[config.mk]
export PLATFORM = sky130hd
export DESIGN_NAME = program_counter
export DESIGN_NICKNAME = d
export VERILOG_FILES = /design/src/rtl/program_counter.sv
export SDC_FILE = /design/constraint.sdc
export NUM_CORES = 1
export LEC_CHECK = 0
export ABC_AREA = 1
export CAP_MARGIN = 20
export CORE_ASPECT_RATIO = 1.75
export CORE_MARGIN = 2
export CORE_UTILIZATION = 25
export DETAILED_ROUTE_END_ITERATION = 7
export GPL_ROUTABILITY_DRIVEN = 0
export SETUP_SLACK_MARGIN = 0.4
export SLEW_MARGIN = 20
export SYNTH_ARGS = -nofsm -noshare
export SYNTH_HDL_FRONTEND = slang
export SYNTH_SLANG_ARGS = --single-unit
[constraint.sdc]
create_clock -name Clock -period 1.1 [get_ports Clock]
set_input_delay 0.22 -clock Clock [delete_from_list [all_inputs] [get_ports Clock]]
set_output_delay 0.22 -clock Clock [all_outputs]
set_load 0.02 [all_outputs]
[src/rtl/program_counter.sv]
// program_counter: 8-bit fetch PC sequenced by a RUN / REDIRECT / HOLD FSM.
// Define CALL_STACK_EN to add a 4-entry return-address stack (Call/Return).
module program_counter (
    input  logic       Clock,
    input  logic       Reset_n,
    input  logic       Clear,
    input  logic       Stall,
    input  logic       Branch_Taken,
    input  logic [7:0] Jump_Address,
    input  logic       Call,
    input  logic       Return,
    output logic [7:0] PC,
    output logic [7:0] PC_Added,
    output logic       Fetch_Valid,
    output logic       Flush,
    output logic       Stack_Error
);
    typedef enum logic [1:0] {RUN, REDIRECT, HOLD} state_t;

    state_t     state;
    logic       fresh;
    logic       do_ret;
    logic       do_call;
    logic [7:0] ret_addr;

    assign PC_Added = PC + 8'd1;
    // Only the first edge out of reset sees RUN without a valid fetch.
    assign fresh = (state == RUN) && !Fetch_Valid;

`ifdef CALL_STACK_EN
    logic [7:0] stack [4];
    logic [1:0] sp;
    logic [1:0] top;
    logic [2:0] depth;

    assign top      = sp - 2'd1;
    assign do_ret   = Return && !Clear && !Branch_Taken;
    assign do_call  = Call && !Return && !Clear && !Branch_Taken;
    assign ret_addr = (depth == 3'd0) ? 8'h00 : stack[top];

    always_ff @(posedge Clock) begin
        if (do_call)
            stack[sp] <= PC_Added;
    end

    // depth counts outstanding calls, so a wrapped pointer pops overwritten slots.
    always_ff @(posedge Clock or negedge Reset_n) begin
        if (!Reset_n) begin
            sp          <= 2'd0;
            depth       <= 3'd0;
            Stack_Error <= 1'b0;
        end else if (Clear) begin
            sp    <= 2'd0;
            depth <= 3'd0;
        end else if (do_ret) begin
            if (depth == 3'd0) begin
                Stack_Error <= 1'b1;
            end else begin
                sp    <= top;
                depth <= depth - 3'd1;
            end
        end else if (do_call) begin
            sp <= sp + 2'd1;
            if (depth != 3'd7)
                depth <= depth + 3'd1;
        end
    end
`else
    logic unused_strobes;

    assign unused_strobes = Call ^ Return;
    assign do_ret         = 1'b0;
    assign do_call        = 1'b0;
    assign ret_addr       = 8'h00;
    assign Stack_Error    = 1'b0;
`endif

    always_ff @(posedge Clock or negedge Reset_n) begin
        if (!Reset_n) begin
            state       <= RUN;
            PC          <= 8'h00;
            Fetch_Valid <= 1'b0;
            Flush       <= 1'b0;
        end else if (Clear) begin
            state       <= RUN;
            PC          <= 8'h00;
            Fetch_Valid <= 1'b1;
            Flush       <= 1'b0;
        end else if (Branch_Taken || do_ret || do_call) begin
            state       <= REDIRECT;
            PC          <= do_ret ? ret_addr : Jump_Address;
            Fetch_Valid <= 1'b0;
            Flush       <= 1'b1;
        end else if (Stall) begin
            state       <= HOLD;
            Fetch_Valid <= 1'b0;
            Flush       <= 1'b0;
        end else begin
            state       <= RUN;
            Fetch_Valid <= 1'b1;
            Flush       <= 1'b0;
            if (!fresh)
                PC <= PC_Added;
        end
    end
endmodule

==> results of run 1 <==
[cell usage in the layout, fill, tap and decap left out]
cell,instances
dfrtp_1,5
o21ai_2,3
a21oi_1,1
buf_12,1
clkdlybuf4s50_1,10
inv_2,5
o21ai_1,1
a21oi_2,2
nand2_1,16
nand3_4,1
nor2_4,4
buf_2,1
inv_1,9
nand3b_4,1
and2_4,3
nand2_4,2
a22oi_1,1
a22oi_2,1
nand3_1,2
nand3_2,3
buf_4,17
dlygate4sd2_1,2
o21bai_1,1
clkinv_2,1
buf_6,33
dfrtp_2,6
nand2_8,1
nor2_1,17
nor2_2,2
or2_4,1
ha_4,1
o21bai_4,1
o21ai_0,1
nand2_2,8
clkbuf_8,3
inv_6,1
conb_1,1
[state kept, by name, indices dropped and copies added (netlist names)]
name,cells
state,2
PC,8
Fetch_Valid,1
[timing repair]
item | in CTS | in global routing
pin swaps | 16 | 17
buffers inserted | 10 | 3
endpoints found under the setup margin | 29 | 27
gates resized for setup | 139 | 16
[area by class of cell]
type / instances / share of cell area [%]
clock buffers: 3 / 2.60
repair buffers: 64 / 40.5
inverters: 15 / 3.86
clock inverters: 1 / 0.315
flip-flops and latches: 11 / 17.8
multi-input cells: 75 / 32.8
well taps: 27 / 2.13
[synth_stat cells (2+ instances only)]
cell / instances
and2_1: 3
o21ai_0: 5
nand3_1: 6
nand2_1: 25
dfrtp_1: 11
o21bai_1: 2
a22oi_1: 2
inv_1: 14
nor2_1: 22
a21oi_1: 3
[per-layer routing]
metal,global-route usage [%],vias to the layer above,share of wire [%]
li1,-,452,-
met1,16.7,418,33
met2,31.2,21,61
met3,2.18,8,4.3
met4,8.42,0,2.5
met5,0,-,0
[cell families after synthesis]
group	synth area share, %
AND/OR/NAND/NOR	38.8
flip-flops	39.4
other	0.536
buffers and inverters	9.48
adder cells (fa/ha/maj)	1.79
AO/OA/AOI/OAI	10.0
[per-stage QoR]
| stage | setup WS [ps] | power, mW | hold WS [ps] | setup TNS, ps | utilization [%] |
|---|---|---|---|---|---|
| after global placement | -660 | 1.13 | 543 | -8670 | 46.7 |
| after detailed placement | -667 | 1.14 | 533 | -8970 | 46.7 |
| final | -513 | 1.75 | 262 | -4980 | 59.0 |
| after floorplan | -176 | 0.790 | -75.6 | -903 | - |
| after global routing | -621 | 1.84 | 282 | -6190 | 59.0 |
| after CTS | -473 | 1.69 | 262 | -4770 | 55.7 |
[worst max-delay path: cells and delay by family, from the launching register on]
kind                     cells  cell delay (ps)
AO/OA/AOI/OAI                1              190
adder cells (fa/ha/maj)      1              170
buffers and inverters        1              100
flip-flops                   1              420
AND/OR/NAND/NOR              2              250
[final timing paths]
| check | from | endpoint | slack (ps) |
|---|---|---|---|
| setup reg to reg | PC[0]$_DFFE_PN0P_ | PC[7]$_DFFE_PN0P_ | -290 |
| setup / recovery | PC[1]$_DFFE_PN0P_ | PC_Added[6] | -510 |
| min in group Clock | Branch_Taken | Fetch_Valid$_DFF_PN0_ | 400 |
| hold / removal | Reset_n | state[0]$_DFF_PN0_ | 260 |
| hold reg to reg | PC[6]$_DFFE_PN0P_ | PC[6]$_DFFE_PN0P_ | 650 |
| max in group asynchronous | Reset_n | PC[1]$_DFFE_PN0P_ | 670 |
[power breakdown]
group	total, mW	switching, mW	internal [mW]	leakage [nW]
Clock	0.426	0.175	0.250	0.0255
Sequential	0.495	0.0459	0.449	0.132
Combinational	0.831	0.378	0.453	0.617
Total	1.75	0.599	1.15	0.774
==> results.py, run 1 <==
metrics = {
    "yosys": {
        "synth_area_leader_cell": "dfrtp_1",
        "yosys.cell_types.count": 19,
        "synth-seq-area-share_pct": 39.4,
        "synth_seq_cells": 11,
        "syn_avg_cell_area_um2": 6.86,
        "synthCells": 102,
        "synth_flop_cell": "dfrtp_1",
        "synth_edf_count": 0,
        "synth_warnings": 0,
        "synth_area_um2": 699,
        "ys_async_sr_fraction_pct": 100,
        "synth_area_leaders": "dfrtp_1 (39%), nand2_1 (13%), nor2_1 (12%)",
        "synth_top_area_share_pct": 39.4,
        "syn-num-nets": 118,
    },
    "route": {
        "ant_nets": 0,
        "post_drt_wl_per_cell_um": 12.2,
        "wirelength_um": 2390,
        "avgViaCountPerCell": 4.59,
        "drtIter0Drc": 13,
        "drc": 0,
        "vias": 899,
        "firstDrtPassIters": 4,
    },
    "finish": {
        "drive_gt1_share_pct": 60.4,
        "final_area_um2": 1590,
        "diodes": 0,
        "multi_input_area_um2": 520,
        "num-nets-final": 186,
        "syn_to_final_growth_pct": 127,
        "fillers": 236,
        "seq_area_um2": 283,
        "fin_cells": 196,
    },
    "floorplanning": {
        "ios": 34,
        "core_area_um2": 2690,
        "dieWidth_um": 44.0,
        "die_h_um": 74.0,
        "row_count": 25,
        "initial_core_util_pct": 26.0,
        "dieArea_um2": 3250,
    },
    "clocking": {
        "postCtsHoldBufs": 0,
        "clock-sinks": 11,
        "clk_pin_slew_ps": 60,
        "cts_buffer_depth": 2,
        "numCtsBuffers": 3,
        "cts_tree": "done",
        "clk-insertion-delay-late_ps": 250,
        "cts_max_level": 1,
        "root_buffer": "clkbuf_8",
    },
    "critical_path": {
        "slowest_stage": "dfrtp_2",
        "cp_data_arrival_time_ps": 1390,
        "rr_worst_depth": 9,
        "path_cells": "ha_4, nand3_4, o21bai_1, and2_4, buf_6",
        "crit_required_ps": 880,
        "worstSetupEndpointType": "primary output",
        "worstSetupStartpointType": "flip-flop",
        "cp_slowest_stage_delay_ps": 420,
        "cp_max_fo": 4,
        "critPathKind": "flip-flop to primary output",
    },
    "placed_design": {
        "dp_cells": 179,
        "place_area_um2": 1260,
        "dp_hpwl_um": 1690,
        "port_buffers": 30,
    },
    "global_route": {
        "grt_pass1_vias": 940,
        "grt_pass1_wl_um": 3940,
        "grtUsageTotal_pct": 16.4,
        "grt_antenna_before_repair": 0,
        "grt_max_degree": 12,
        "globalRoute.totalOverflow": 0,
    },
    "run_status": {
        "outcome": "complete, but fails checks",
        "violations": "negative setup slack",
    },
    "run": {
        "cap_violations": 0,
    },
    "timing": {
        "hold_viol_final": 0,
        "rsz0062_at_grt": "true",
        "drv_slew": 0,
        "layout_setup_ws_ps": -513,
        "finalCriticalPeriod_ps": 1610,
        "finalSetupViolations": 24,
        "min_period_over_period_pct": 147,
        "max_freq_mhz": 620,
        "fin_skew_ps": 6.27,
    },
    "pwr": {
        "ir_drop_uv": 672,
        "p_leak_nw": 0.774,
        "powerDensity_nw_per_um2": 1100,
    },
    "worst_hold_path": {
        "hold_class": "input pin to asynchronous set/reset pin",
    },
}
(Power assumes the default switching activity.)
==> run 2, diff against run 1 <==
- SKIP_CTS_REPAIR_TIMING: unset -> 1
==> run 2 against run 1 <==
Compared with the run above: die area stayed put; count of clock-buffer cells in the layout stayed put; critical path depth unchanged; cell count decreased by 3.1%; non-clock buffer count decreased by 6; the flow still finishes with violations (negative setup slack); first-iteration DRC count decreased by 15%; clock skew decreased by 1.4 ps; hold slack got worse by 44 ps; sequential share of layout area up 0.58 points; largest power group unchanged.
==> results.py, run 2 (synthesized netlist as in run 1, its figures left out) <==
metrics = {
    "run_status": {
        "outcome": "complete, but fails checks",
        "violations": "negative setup slack",
    },
    "placed_design": {
        "dp_cells": 179,
        "place_area_um2": 1260,
        "dp_hpwl_um": 1690,
        "port_buffers": 30,
    },
    "critical_path": {
        "cp_data_arrival_time_ps": 1350,
        "crit_required_ps": 880,
        "critPathKind": "flip-flop to primary output",
        "worstSetupEndpointType": "primary output",
        "worstSetupStartpointType": "flip-flop",
        "cp_max_fo": 4,
    },
    "finish": {
        "drive_gt1_share_pct": 61.3,
        "multi_input_area_um2": 534,
        "top_register": "PC",
        "reg_top3": "PC (8), state (2), Fetch_Valid (1)",
        "seq_area_um2": 283,
        "diodes": 0,
        "layout_common_cells": "buf_6 (26), nand2_1 (18), buf_4 (16), nor2_1 (12)",
        "fin_cells": 190,
        "final_area_um2": 1540,
        "fillers": 245,
        "syn_to_final_growth_pct": 120,
        "fin_util_pct": 57.1,
        "largest_reg_flops": 8,
        "num-nets-final": 180,
        "final_common_cell": "buf_6",
    },
    "route": {
        "ant_nets": 0,
        "post_drt_wl_per_cell_um": 12.1,
        "wirelength_um": 2300,
        "drc": 0,
        "firstDrtPassIters": 4,
        "vias": 864,
        "avgViaCountPerCell": 4.55,
        "drtIter0Drc": 11,
    },
    "run": {
        "cap_violations": 0,
    },
    "clocking": {
        "clk_pin_slew_ps": 50,
        "cts_buffer_depth": 2,
        "cts_max_level": 1,
        "root_buffer": "clkbuf_8",
        "clock-sinks": 11,
        "clk-insertion-delay-late_ps": 250,
        "numCtsBuffers": 3,
        "cts_tree": "done",
    },
    "pwr": {
        "ir_drop_uv": 661,
        "powerDensity_nw_per_um2": 1130,
        "p_leak_nw": 0.758,
    },
    "timing": {
        "min_period_over_period_pct": 143,
        "finalSetupViolations": 23,
        "fin_tns_setup_ps": -4580,
        "layout_setup_ws_ps": -468,
        "holdWs_ps": 218,
        "max_freq_mhz": 638,
        "fin_skew_ps": 4.90,
        "rsz0062_at_grt": "true",
        "finalCriticalPeriod_ps": 1570,
        "hold_viol_final": 0,
        "drv_slew": 0,
    },
    "global_route": {
        "grt_busiest_layer": "met2",
        "use_met3_pct": 2.91,
        "globalRoute.totalOverflow": 0,
        "grtUsageTotal_pct": 14.1,
        "use_met2_pct": 26.6,
        "met1_usage_pct": 13.1,
        "grt_pass1_wl_um": 3370,
        "grt_antenna_before_repair": 0,
        "grt_max_degree": 12,
        "grt_pass1_vias": 828,
    },
    "floorplanning": {
        "dieWidth_um": 44.0,
        "dieArea_um2": 3250,
        "die_h_um": 74.0,
        "initial_core_util_pct": 26.0,
        "core_area_um2": 2690,
        "row_count": 25,
        "ios": 34,
    },
    "worst_hold_path": {
        "hold_class": "input pin to flip-flop",
    },
}
## run 2: cell types whose count changed in the layout (fill, tap and decap cells not counted), sizes merged
cell / change
buf: -8
dlymetal6s2s: +3
clkbuf: +2
dlygate4sd2: -2
clkdlybuf4s50: -1
## run 2: layout make-up
type | instances | share of cell area (%)
clock buffers | 3 | 2.69
clock inverters | 1 | 0.326
inverters | 15 | 4.15
multi-input cells | 75 | 34.8
flip-flops and latches | 11 | 18.4
well taps | 27 | 2.20
repair buffers | 58 | 37.5
## run 2: path summary, 6_finish.rpt
check | end | cells past startpoint | start | slack (ps)
min in group asynchronous | state[0]$_DFF_PN0_ | 2 | Reset_n | 260
max in group asynchronous | PC[1]$_DFFE_PN0P_ | 2 | Reset_n | 670
min reg2reg | PC[6]$_DFFE_PN0P_ | 3 | PC[6]$_DFFE_PN0P_ | 630
max | PC_Added[6] | 5 | PC[0]$_DFFE_PN0P_ | -470
min | Fetch_Valid$_DFF_PN0_ | 2 | Stall | 220
max reg2reg | PC[4]$_DFFE_PN0P_ | 8 | PC[0]$_DFFE_PN0P_ | -270
## run 2: through the flow
step,setup slack (ps),total power [mW]
2_1_floorplan,-176,0.790
6_report,-468,1.74
3_3_place_gp,-660,1.13
5_1_grt,-545,1.83
4_1_cts,-945,1.57
3_5_place_dp,-667,1.14
## run 2: per-layer routing
metal,vias up,part of all wire [%]
li1,437,-
met1,398,35
met2,22,57
met3,7,4.3
met4,0,3.2
met5,-,0
## run 2: critical path, stage by stage (launching register included)
cell      delay [ps]
dfrtp_2          420
ha_4             170
nand3_4           80
o21bai_1         160
and2_4           160
buf_6            100
## run 2: power by group
part	internal, mW	total, mW	switching, mW
sequential	0.450	0.499	0.0497
combinational	0.439	0.817	0.378
clock	0.251	0.427	0.176
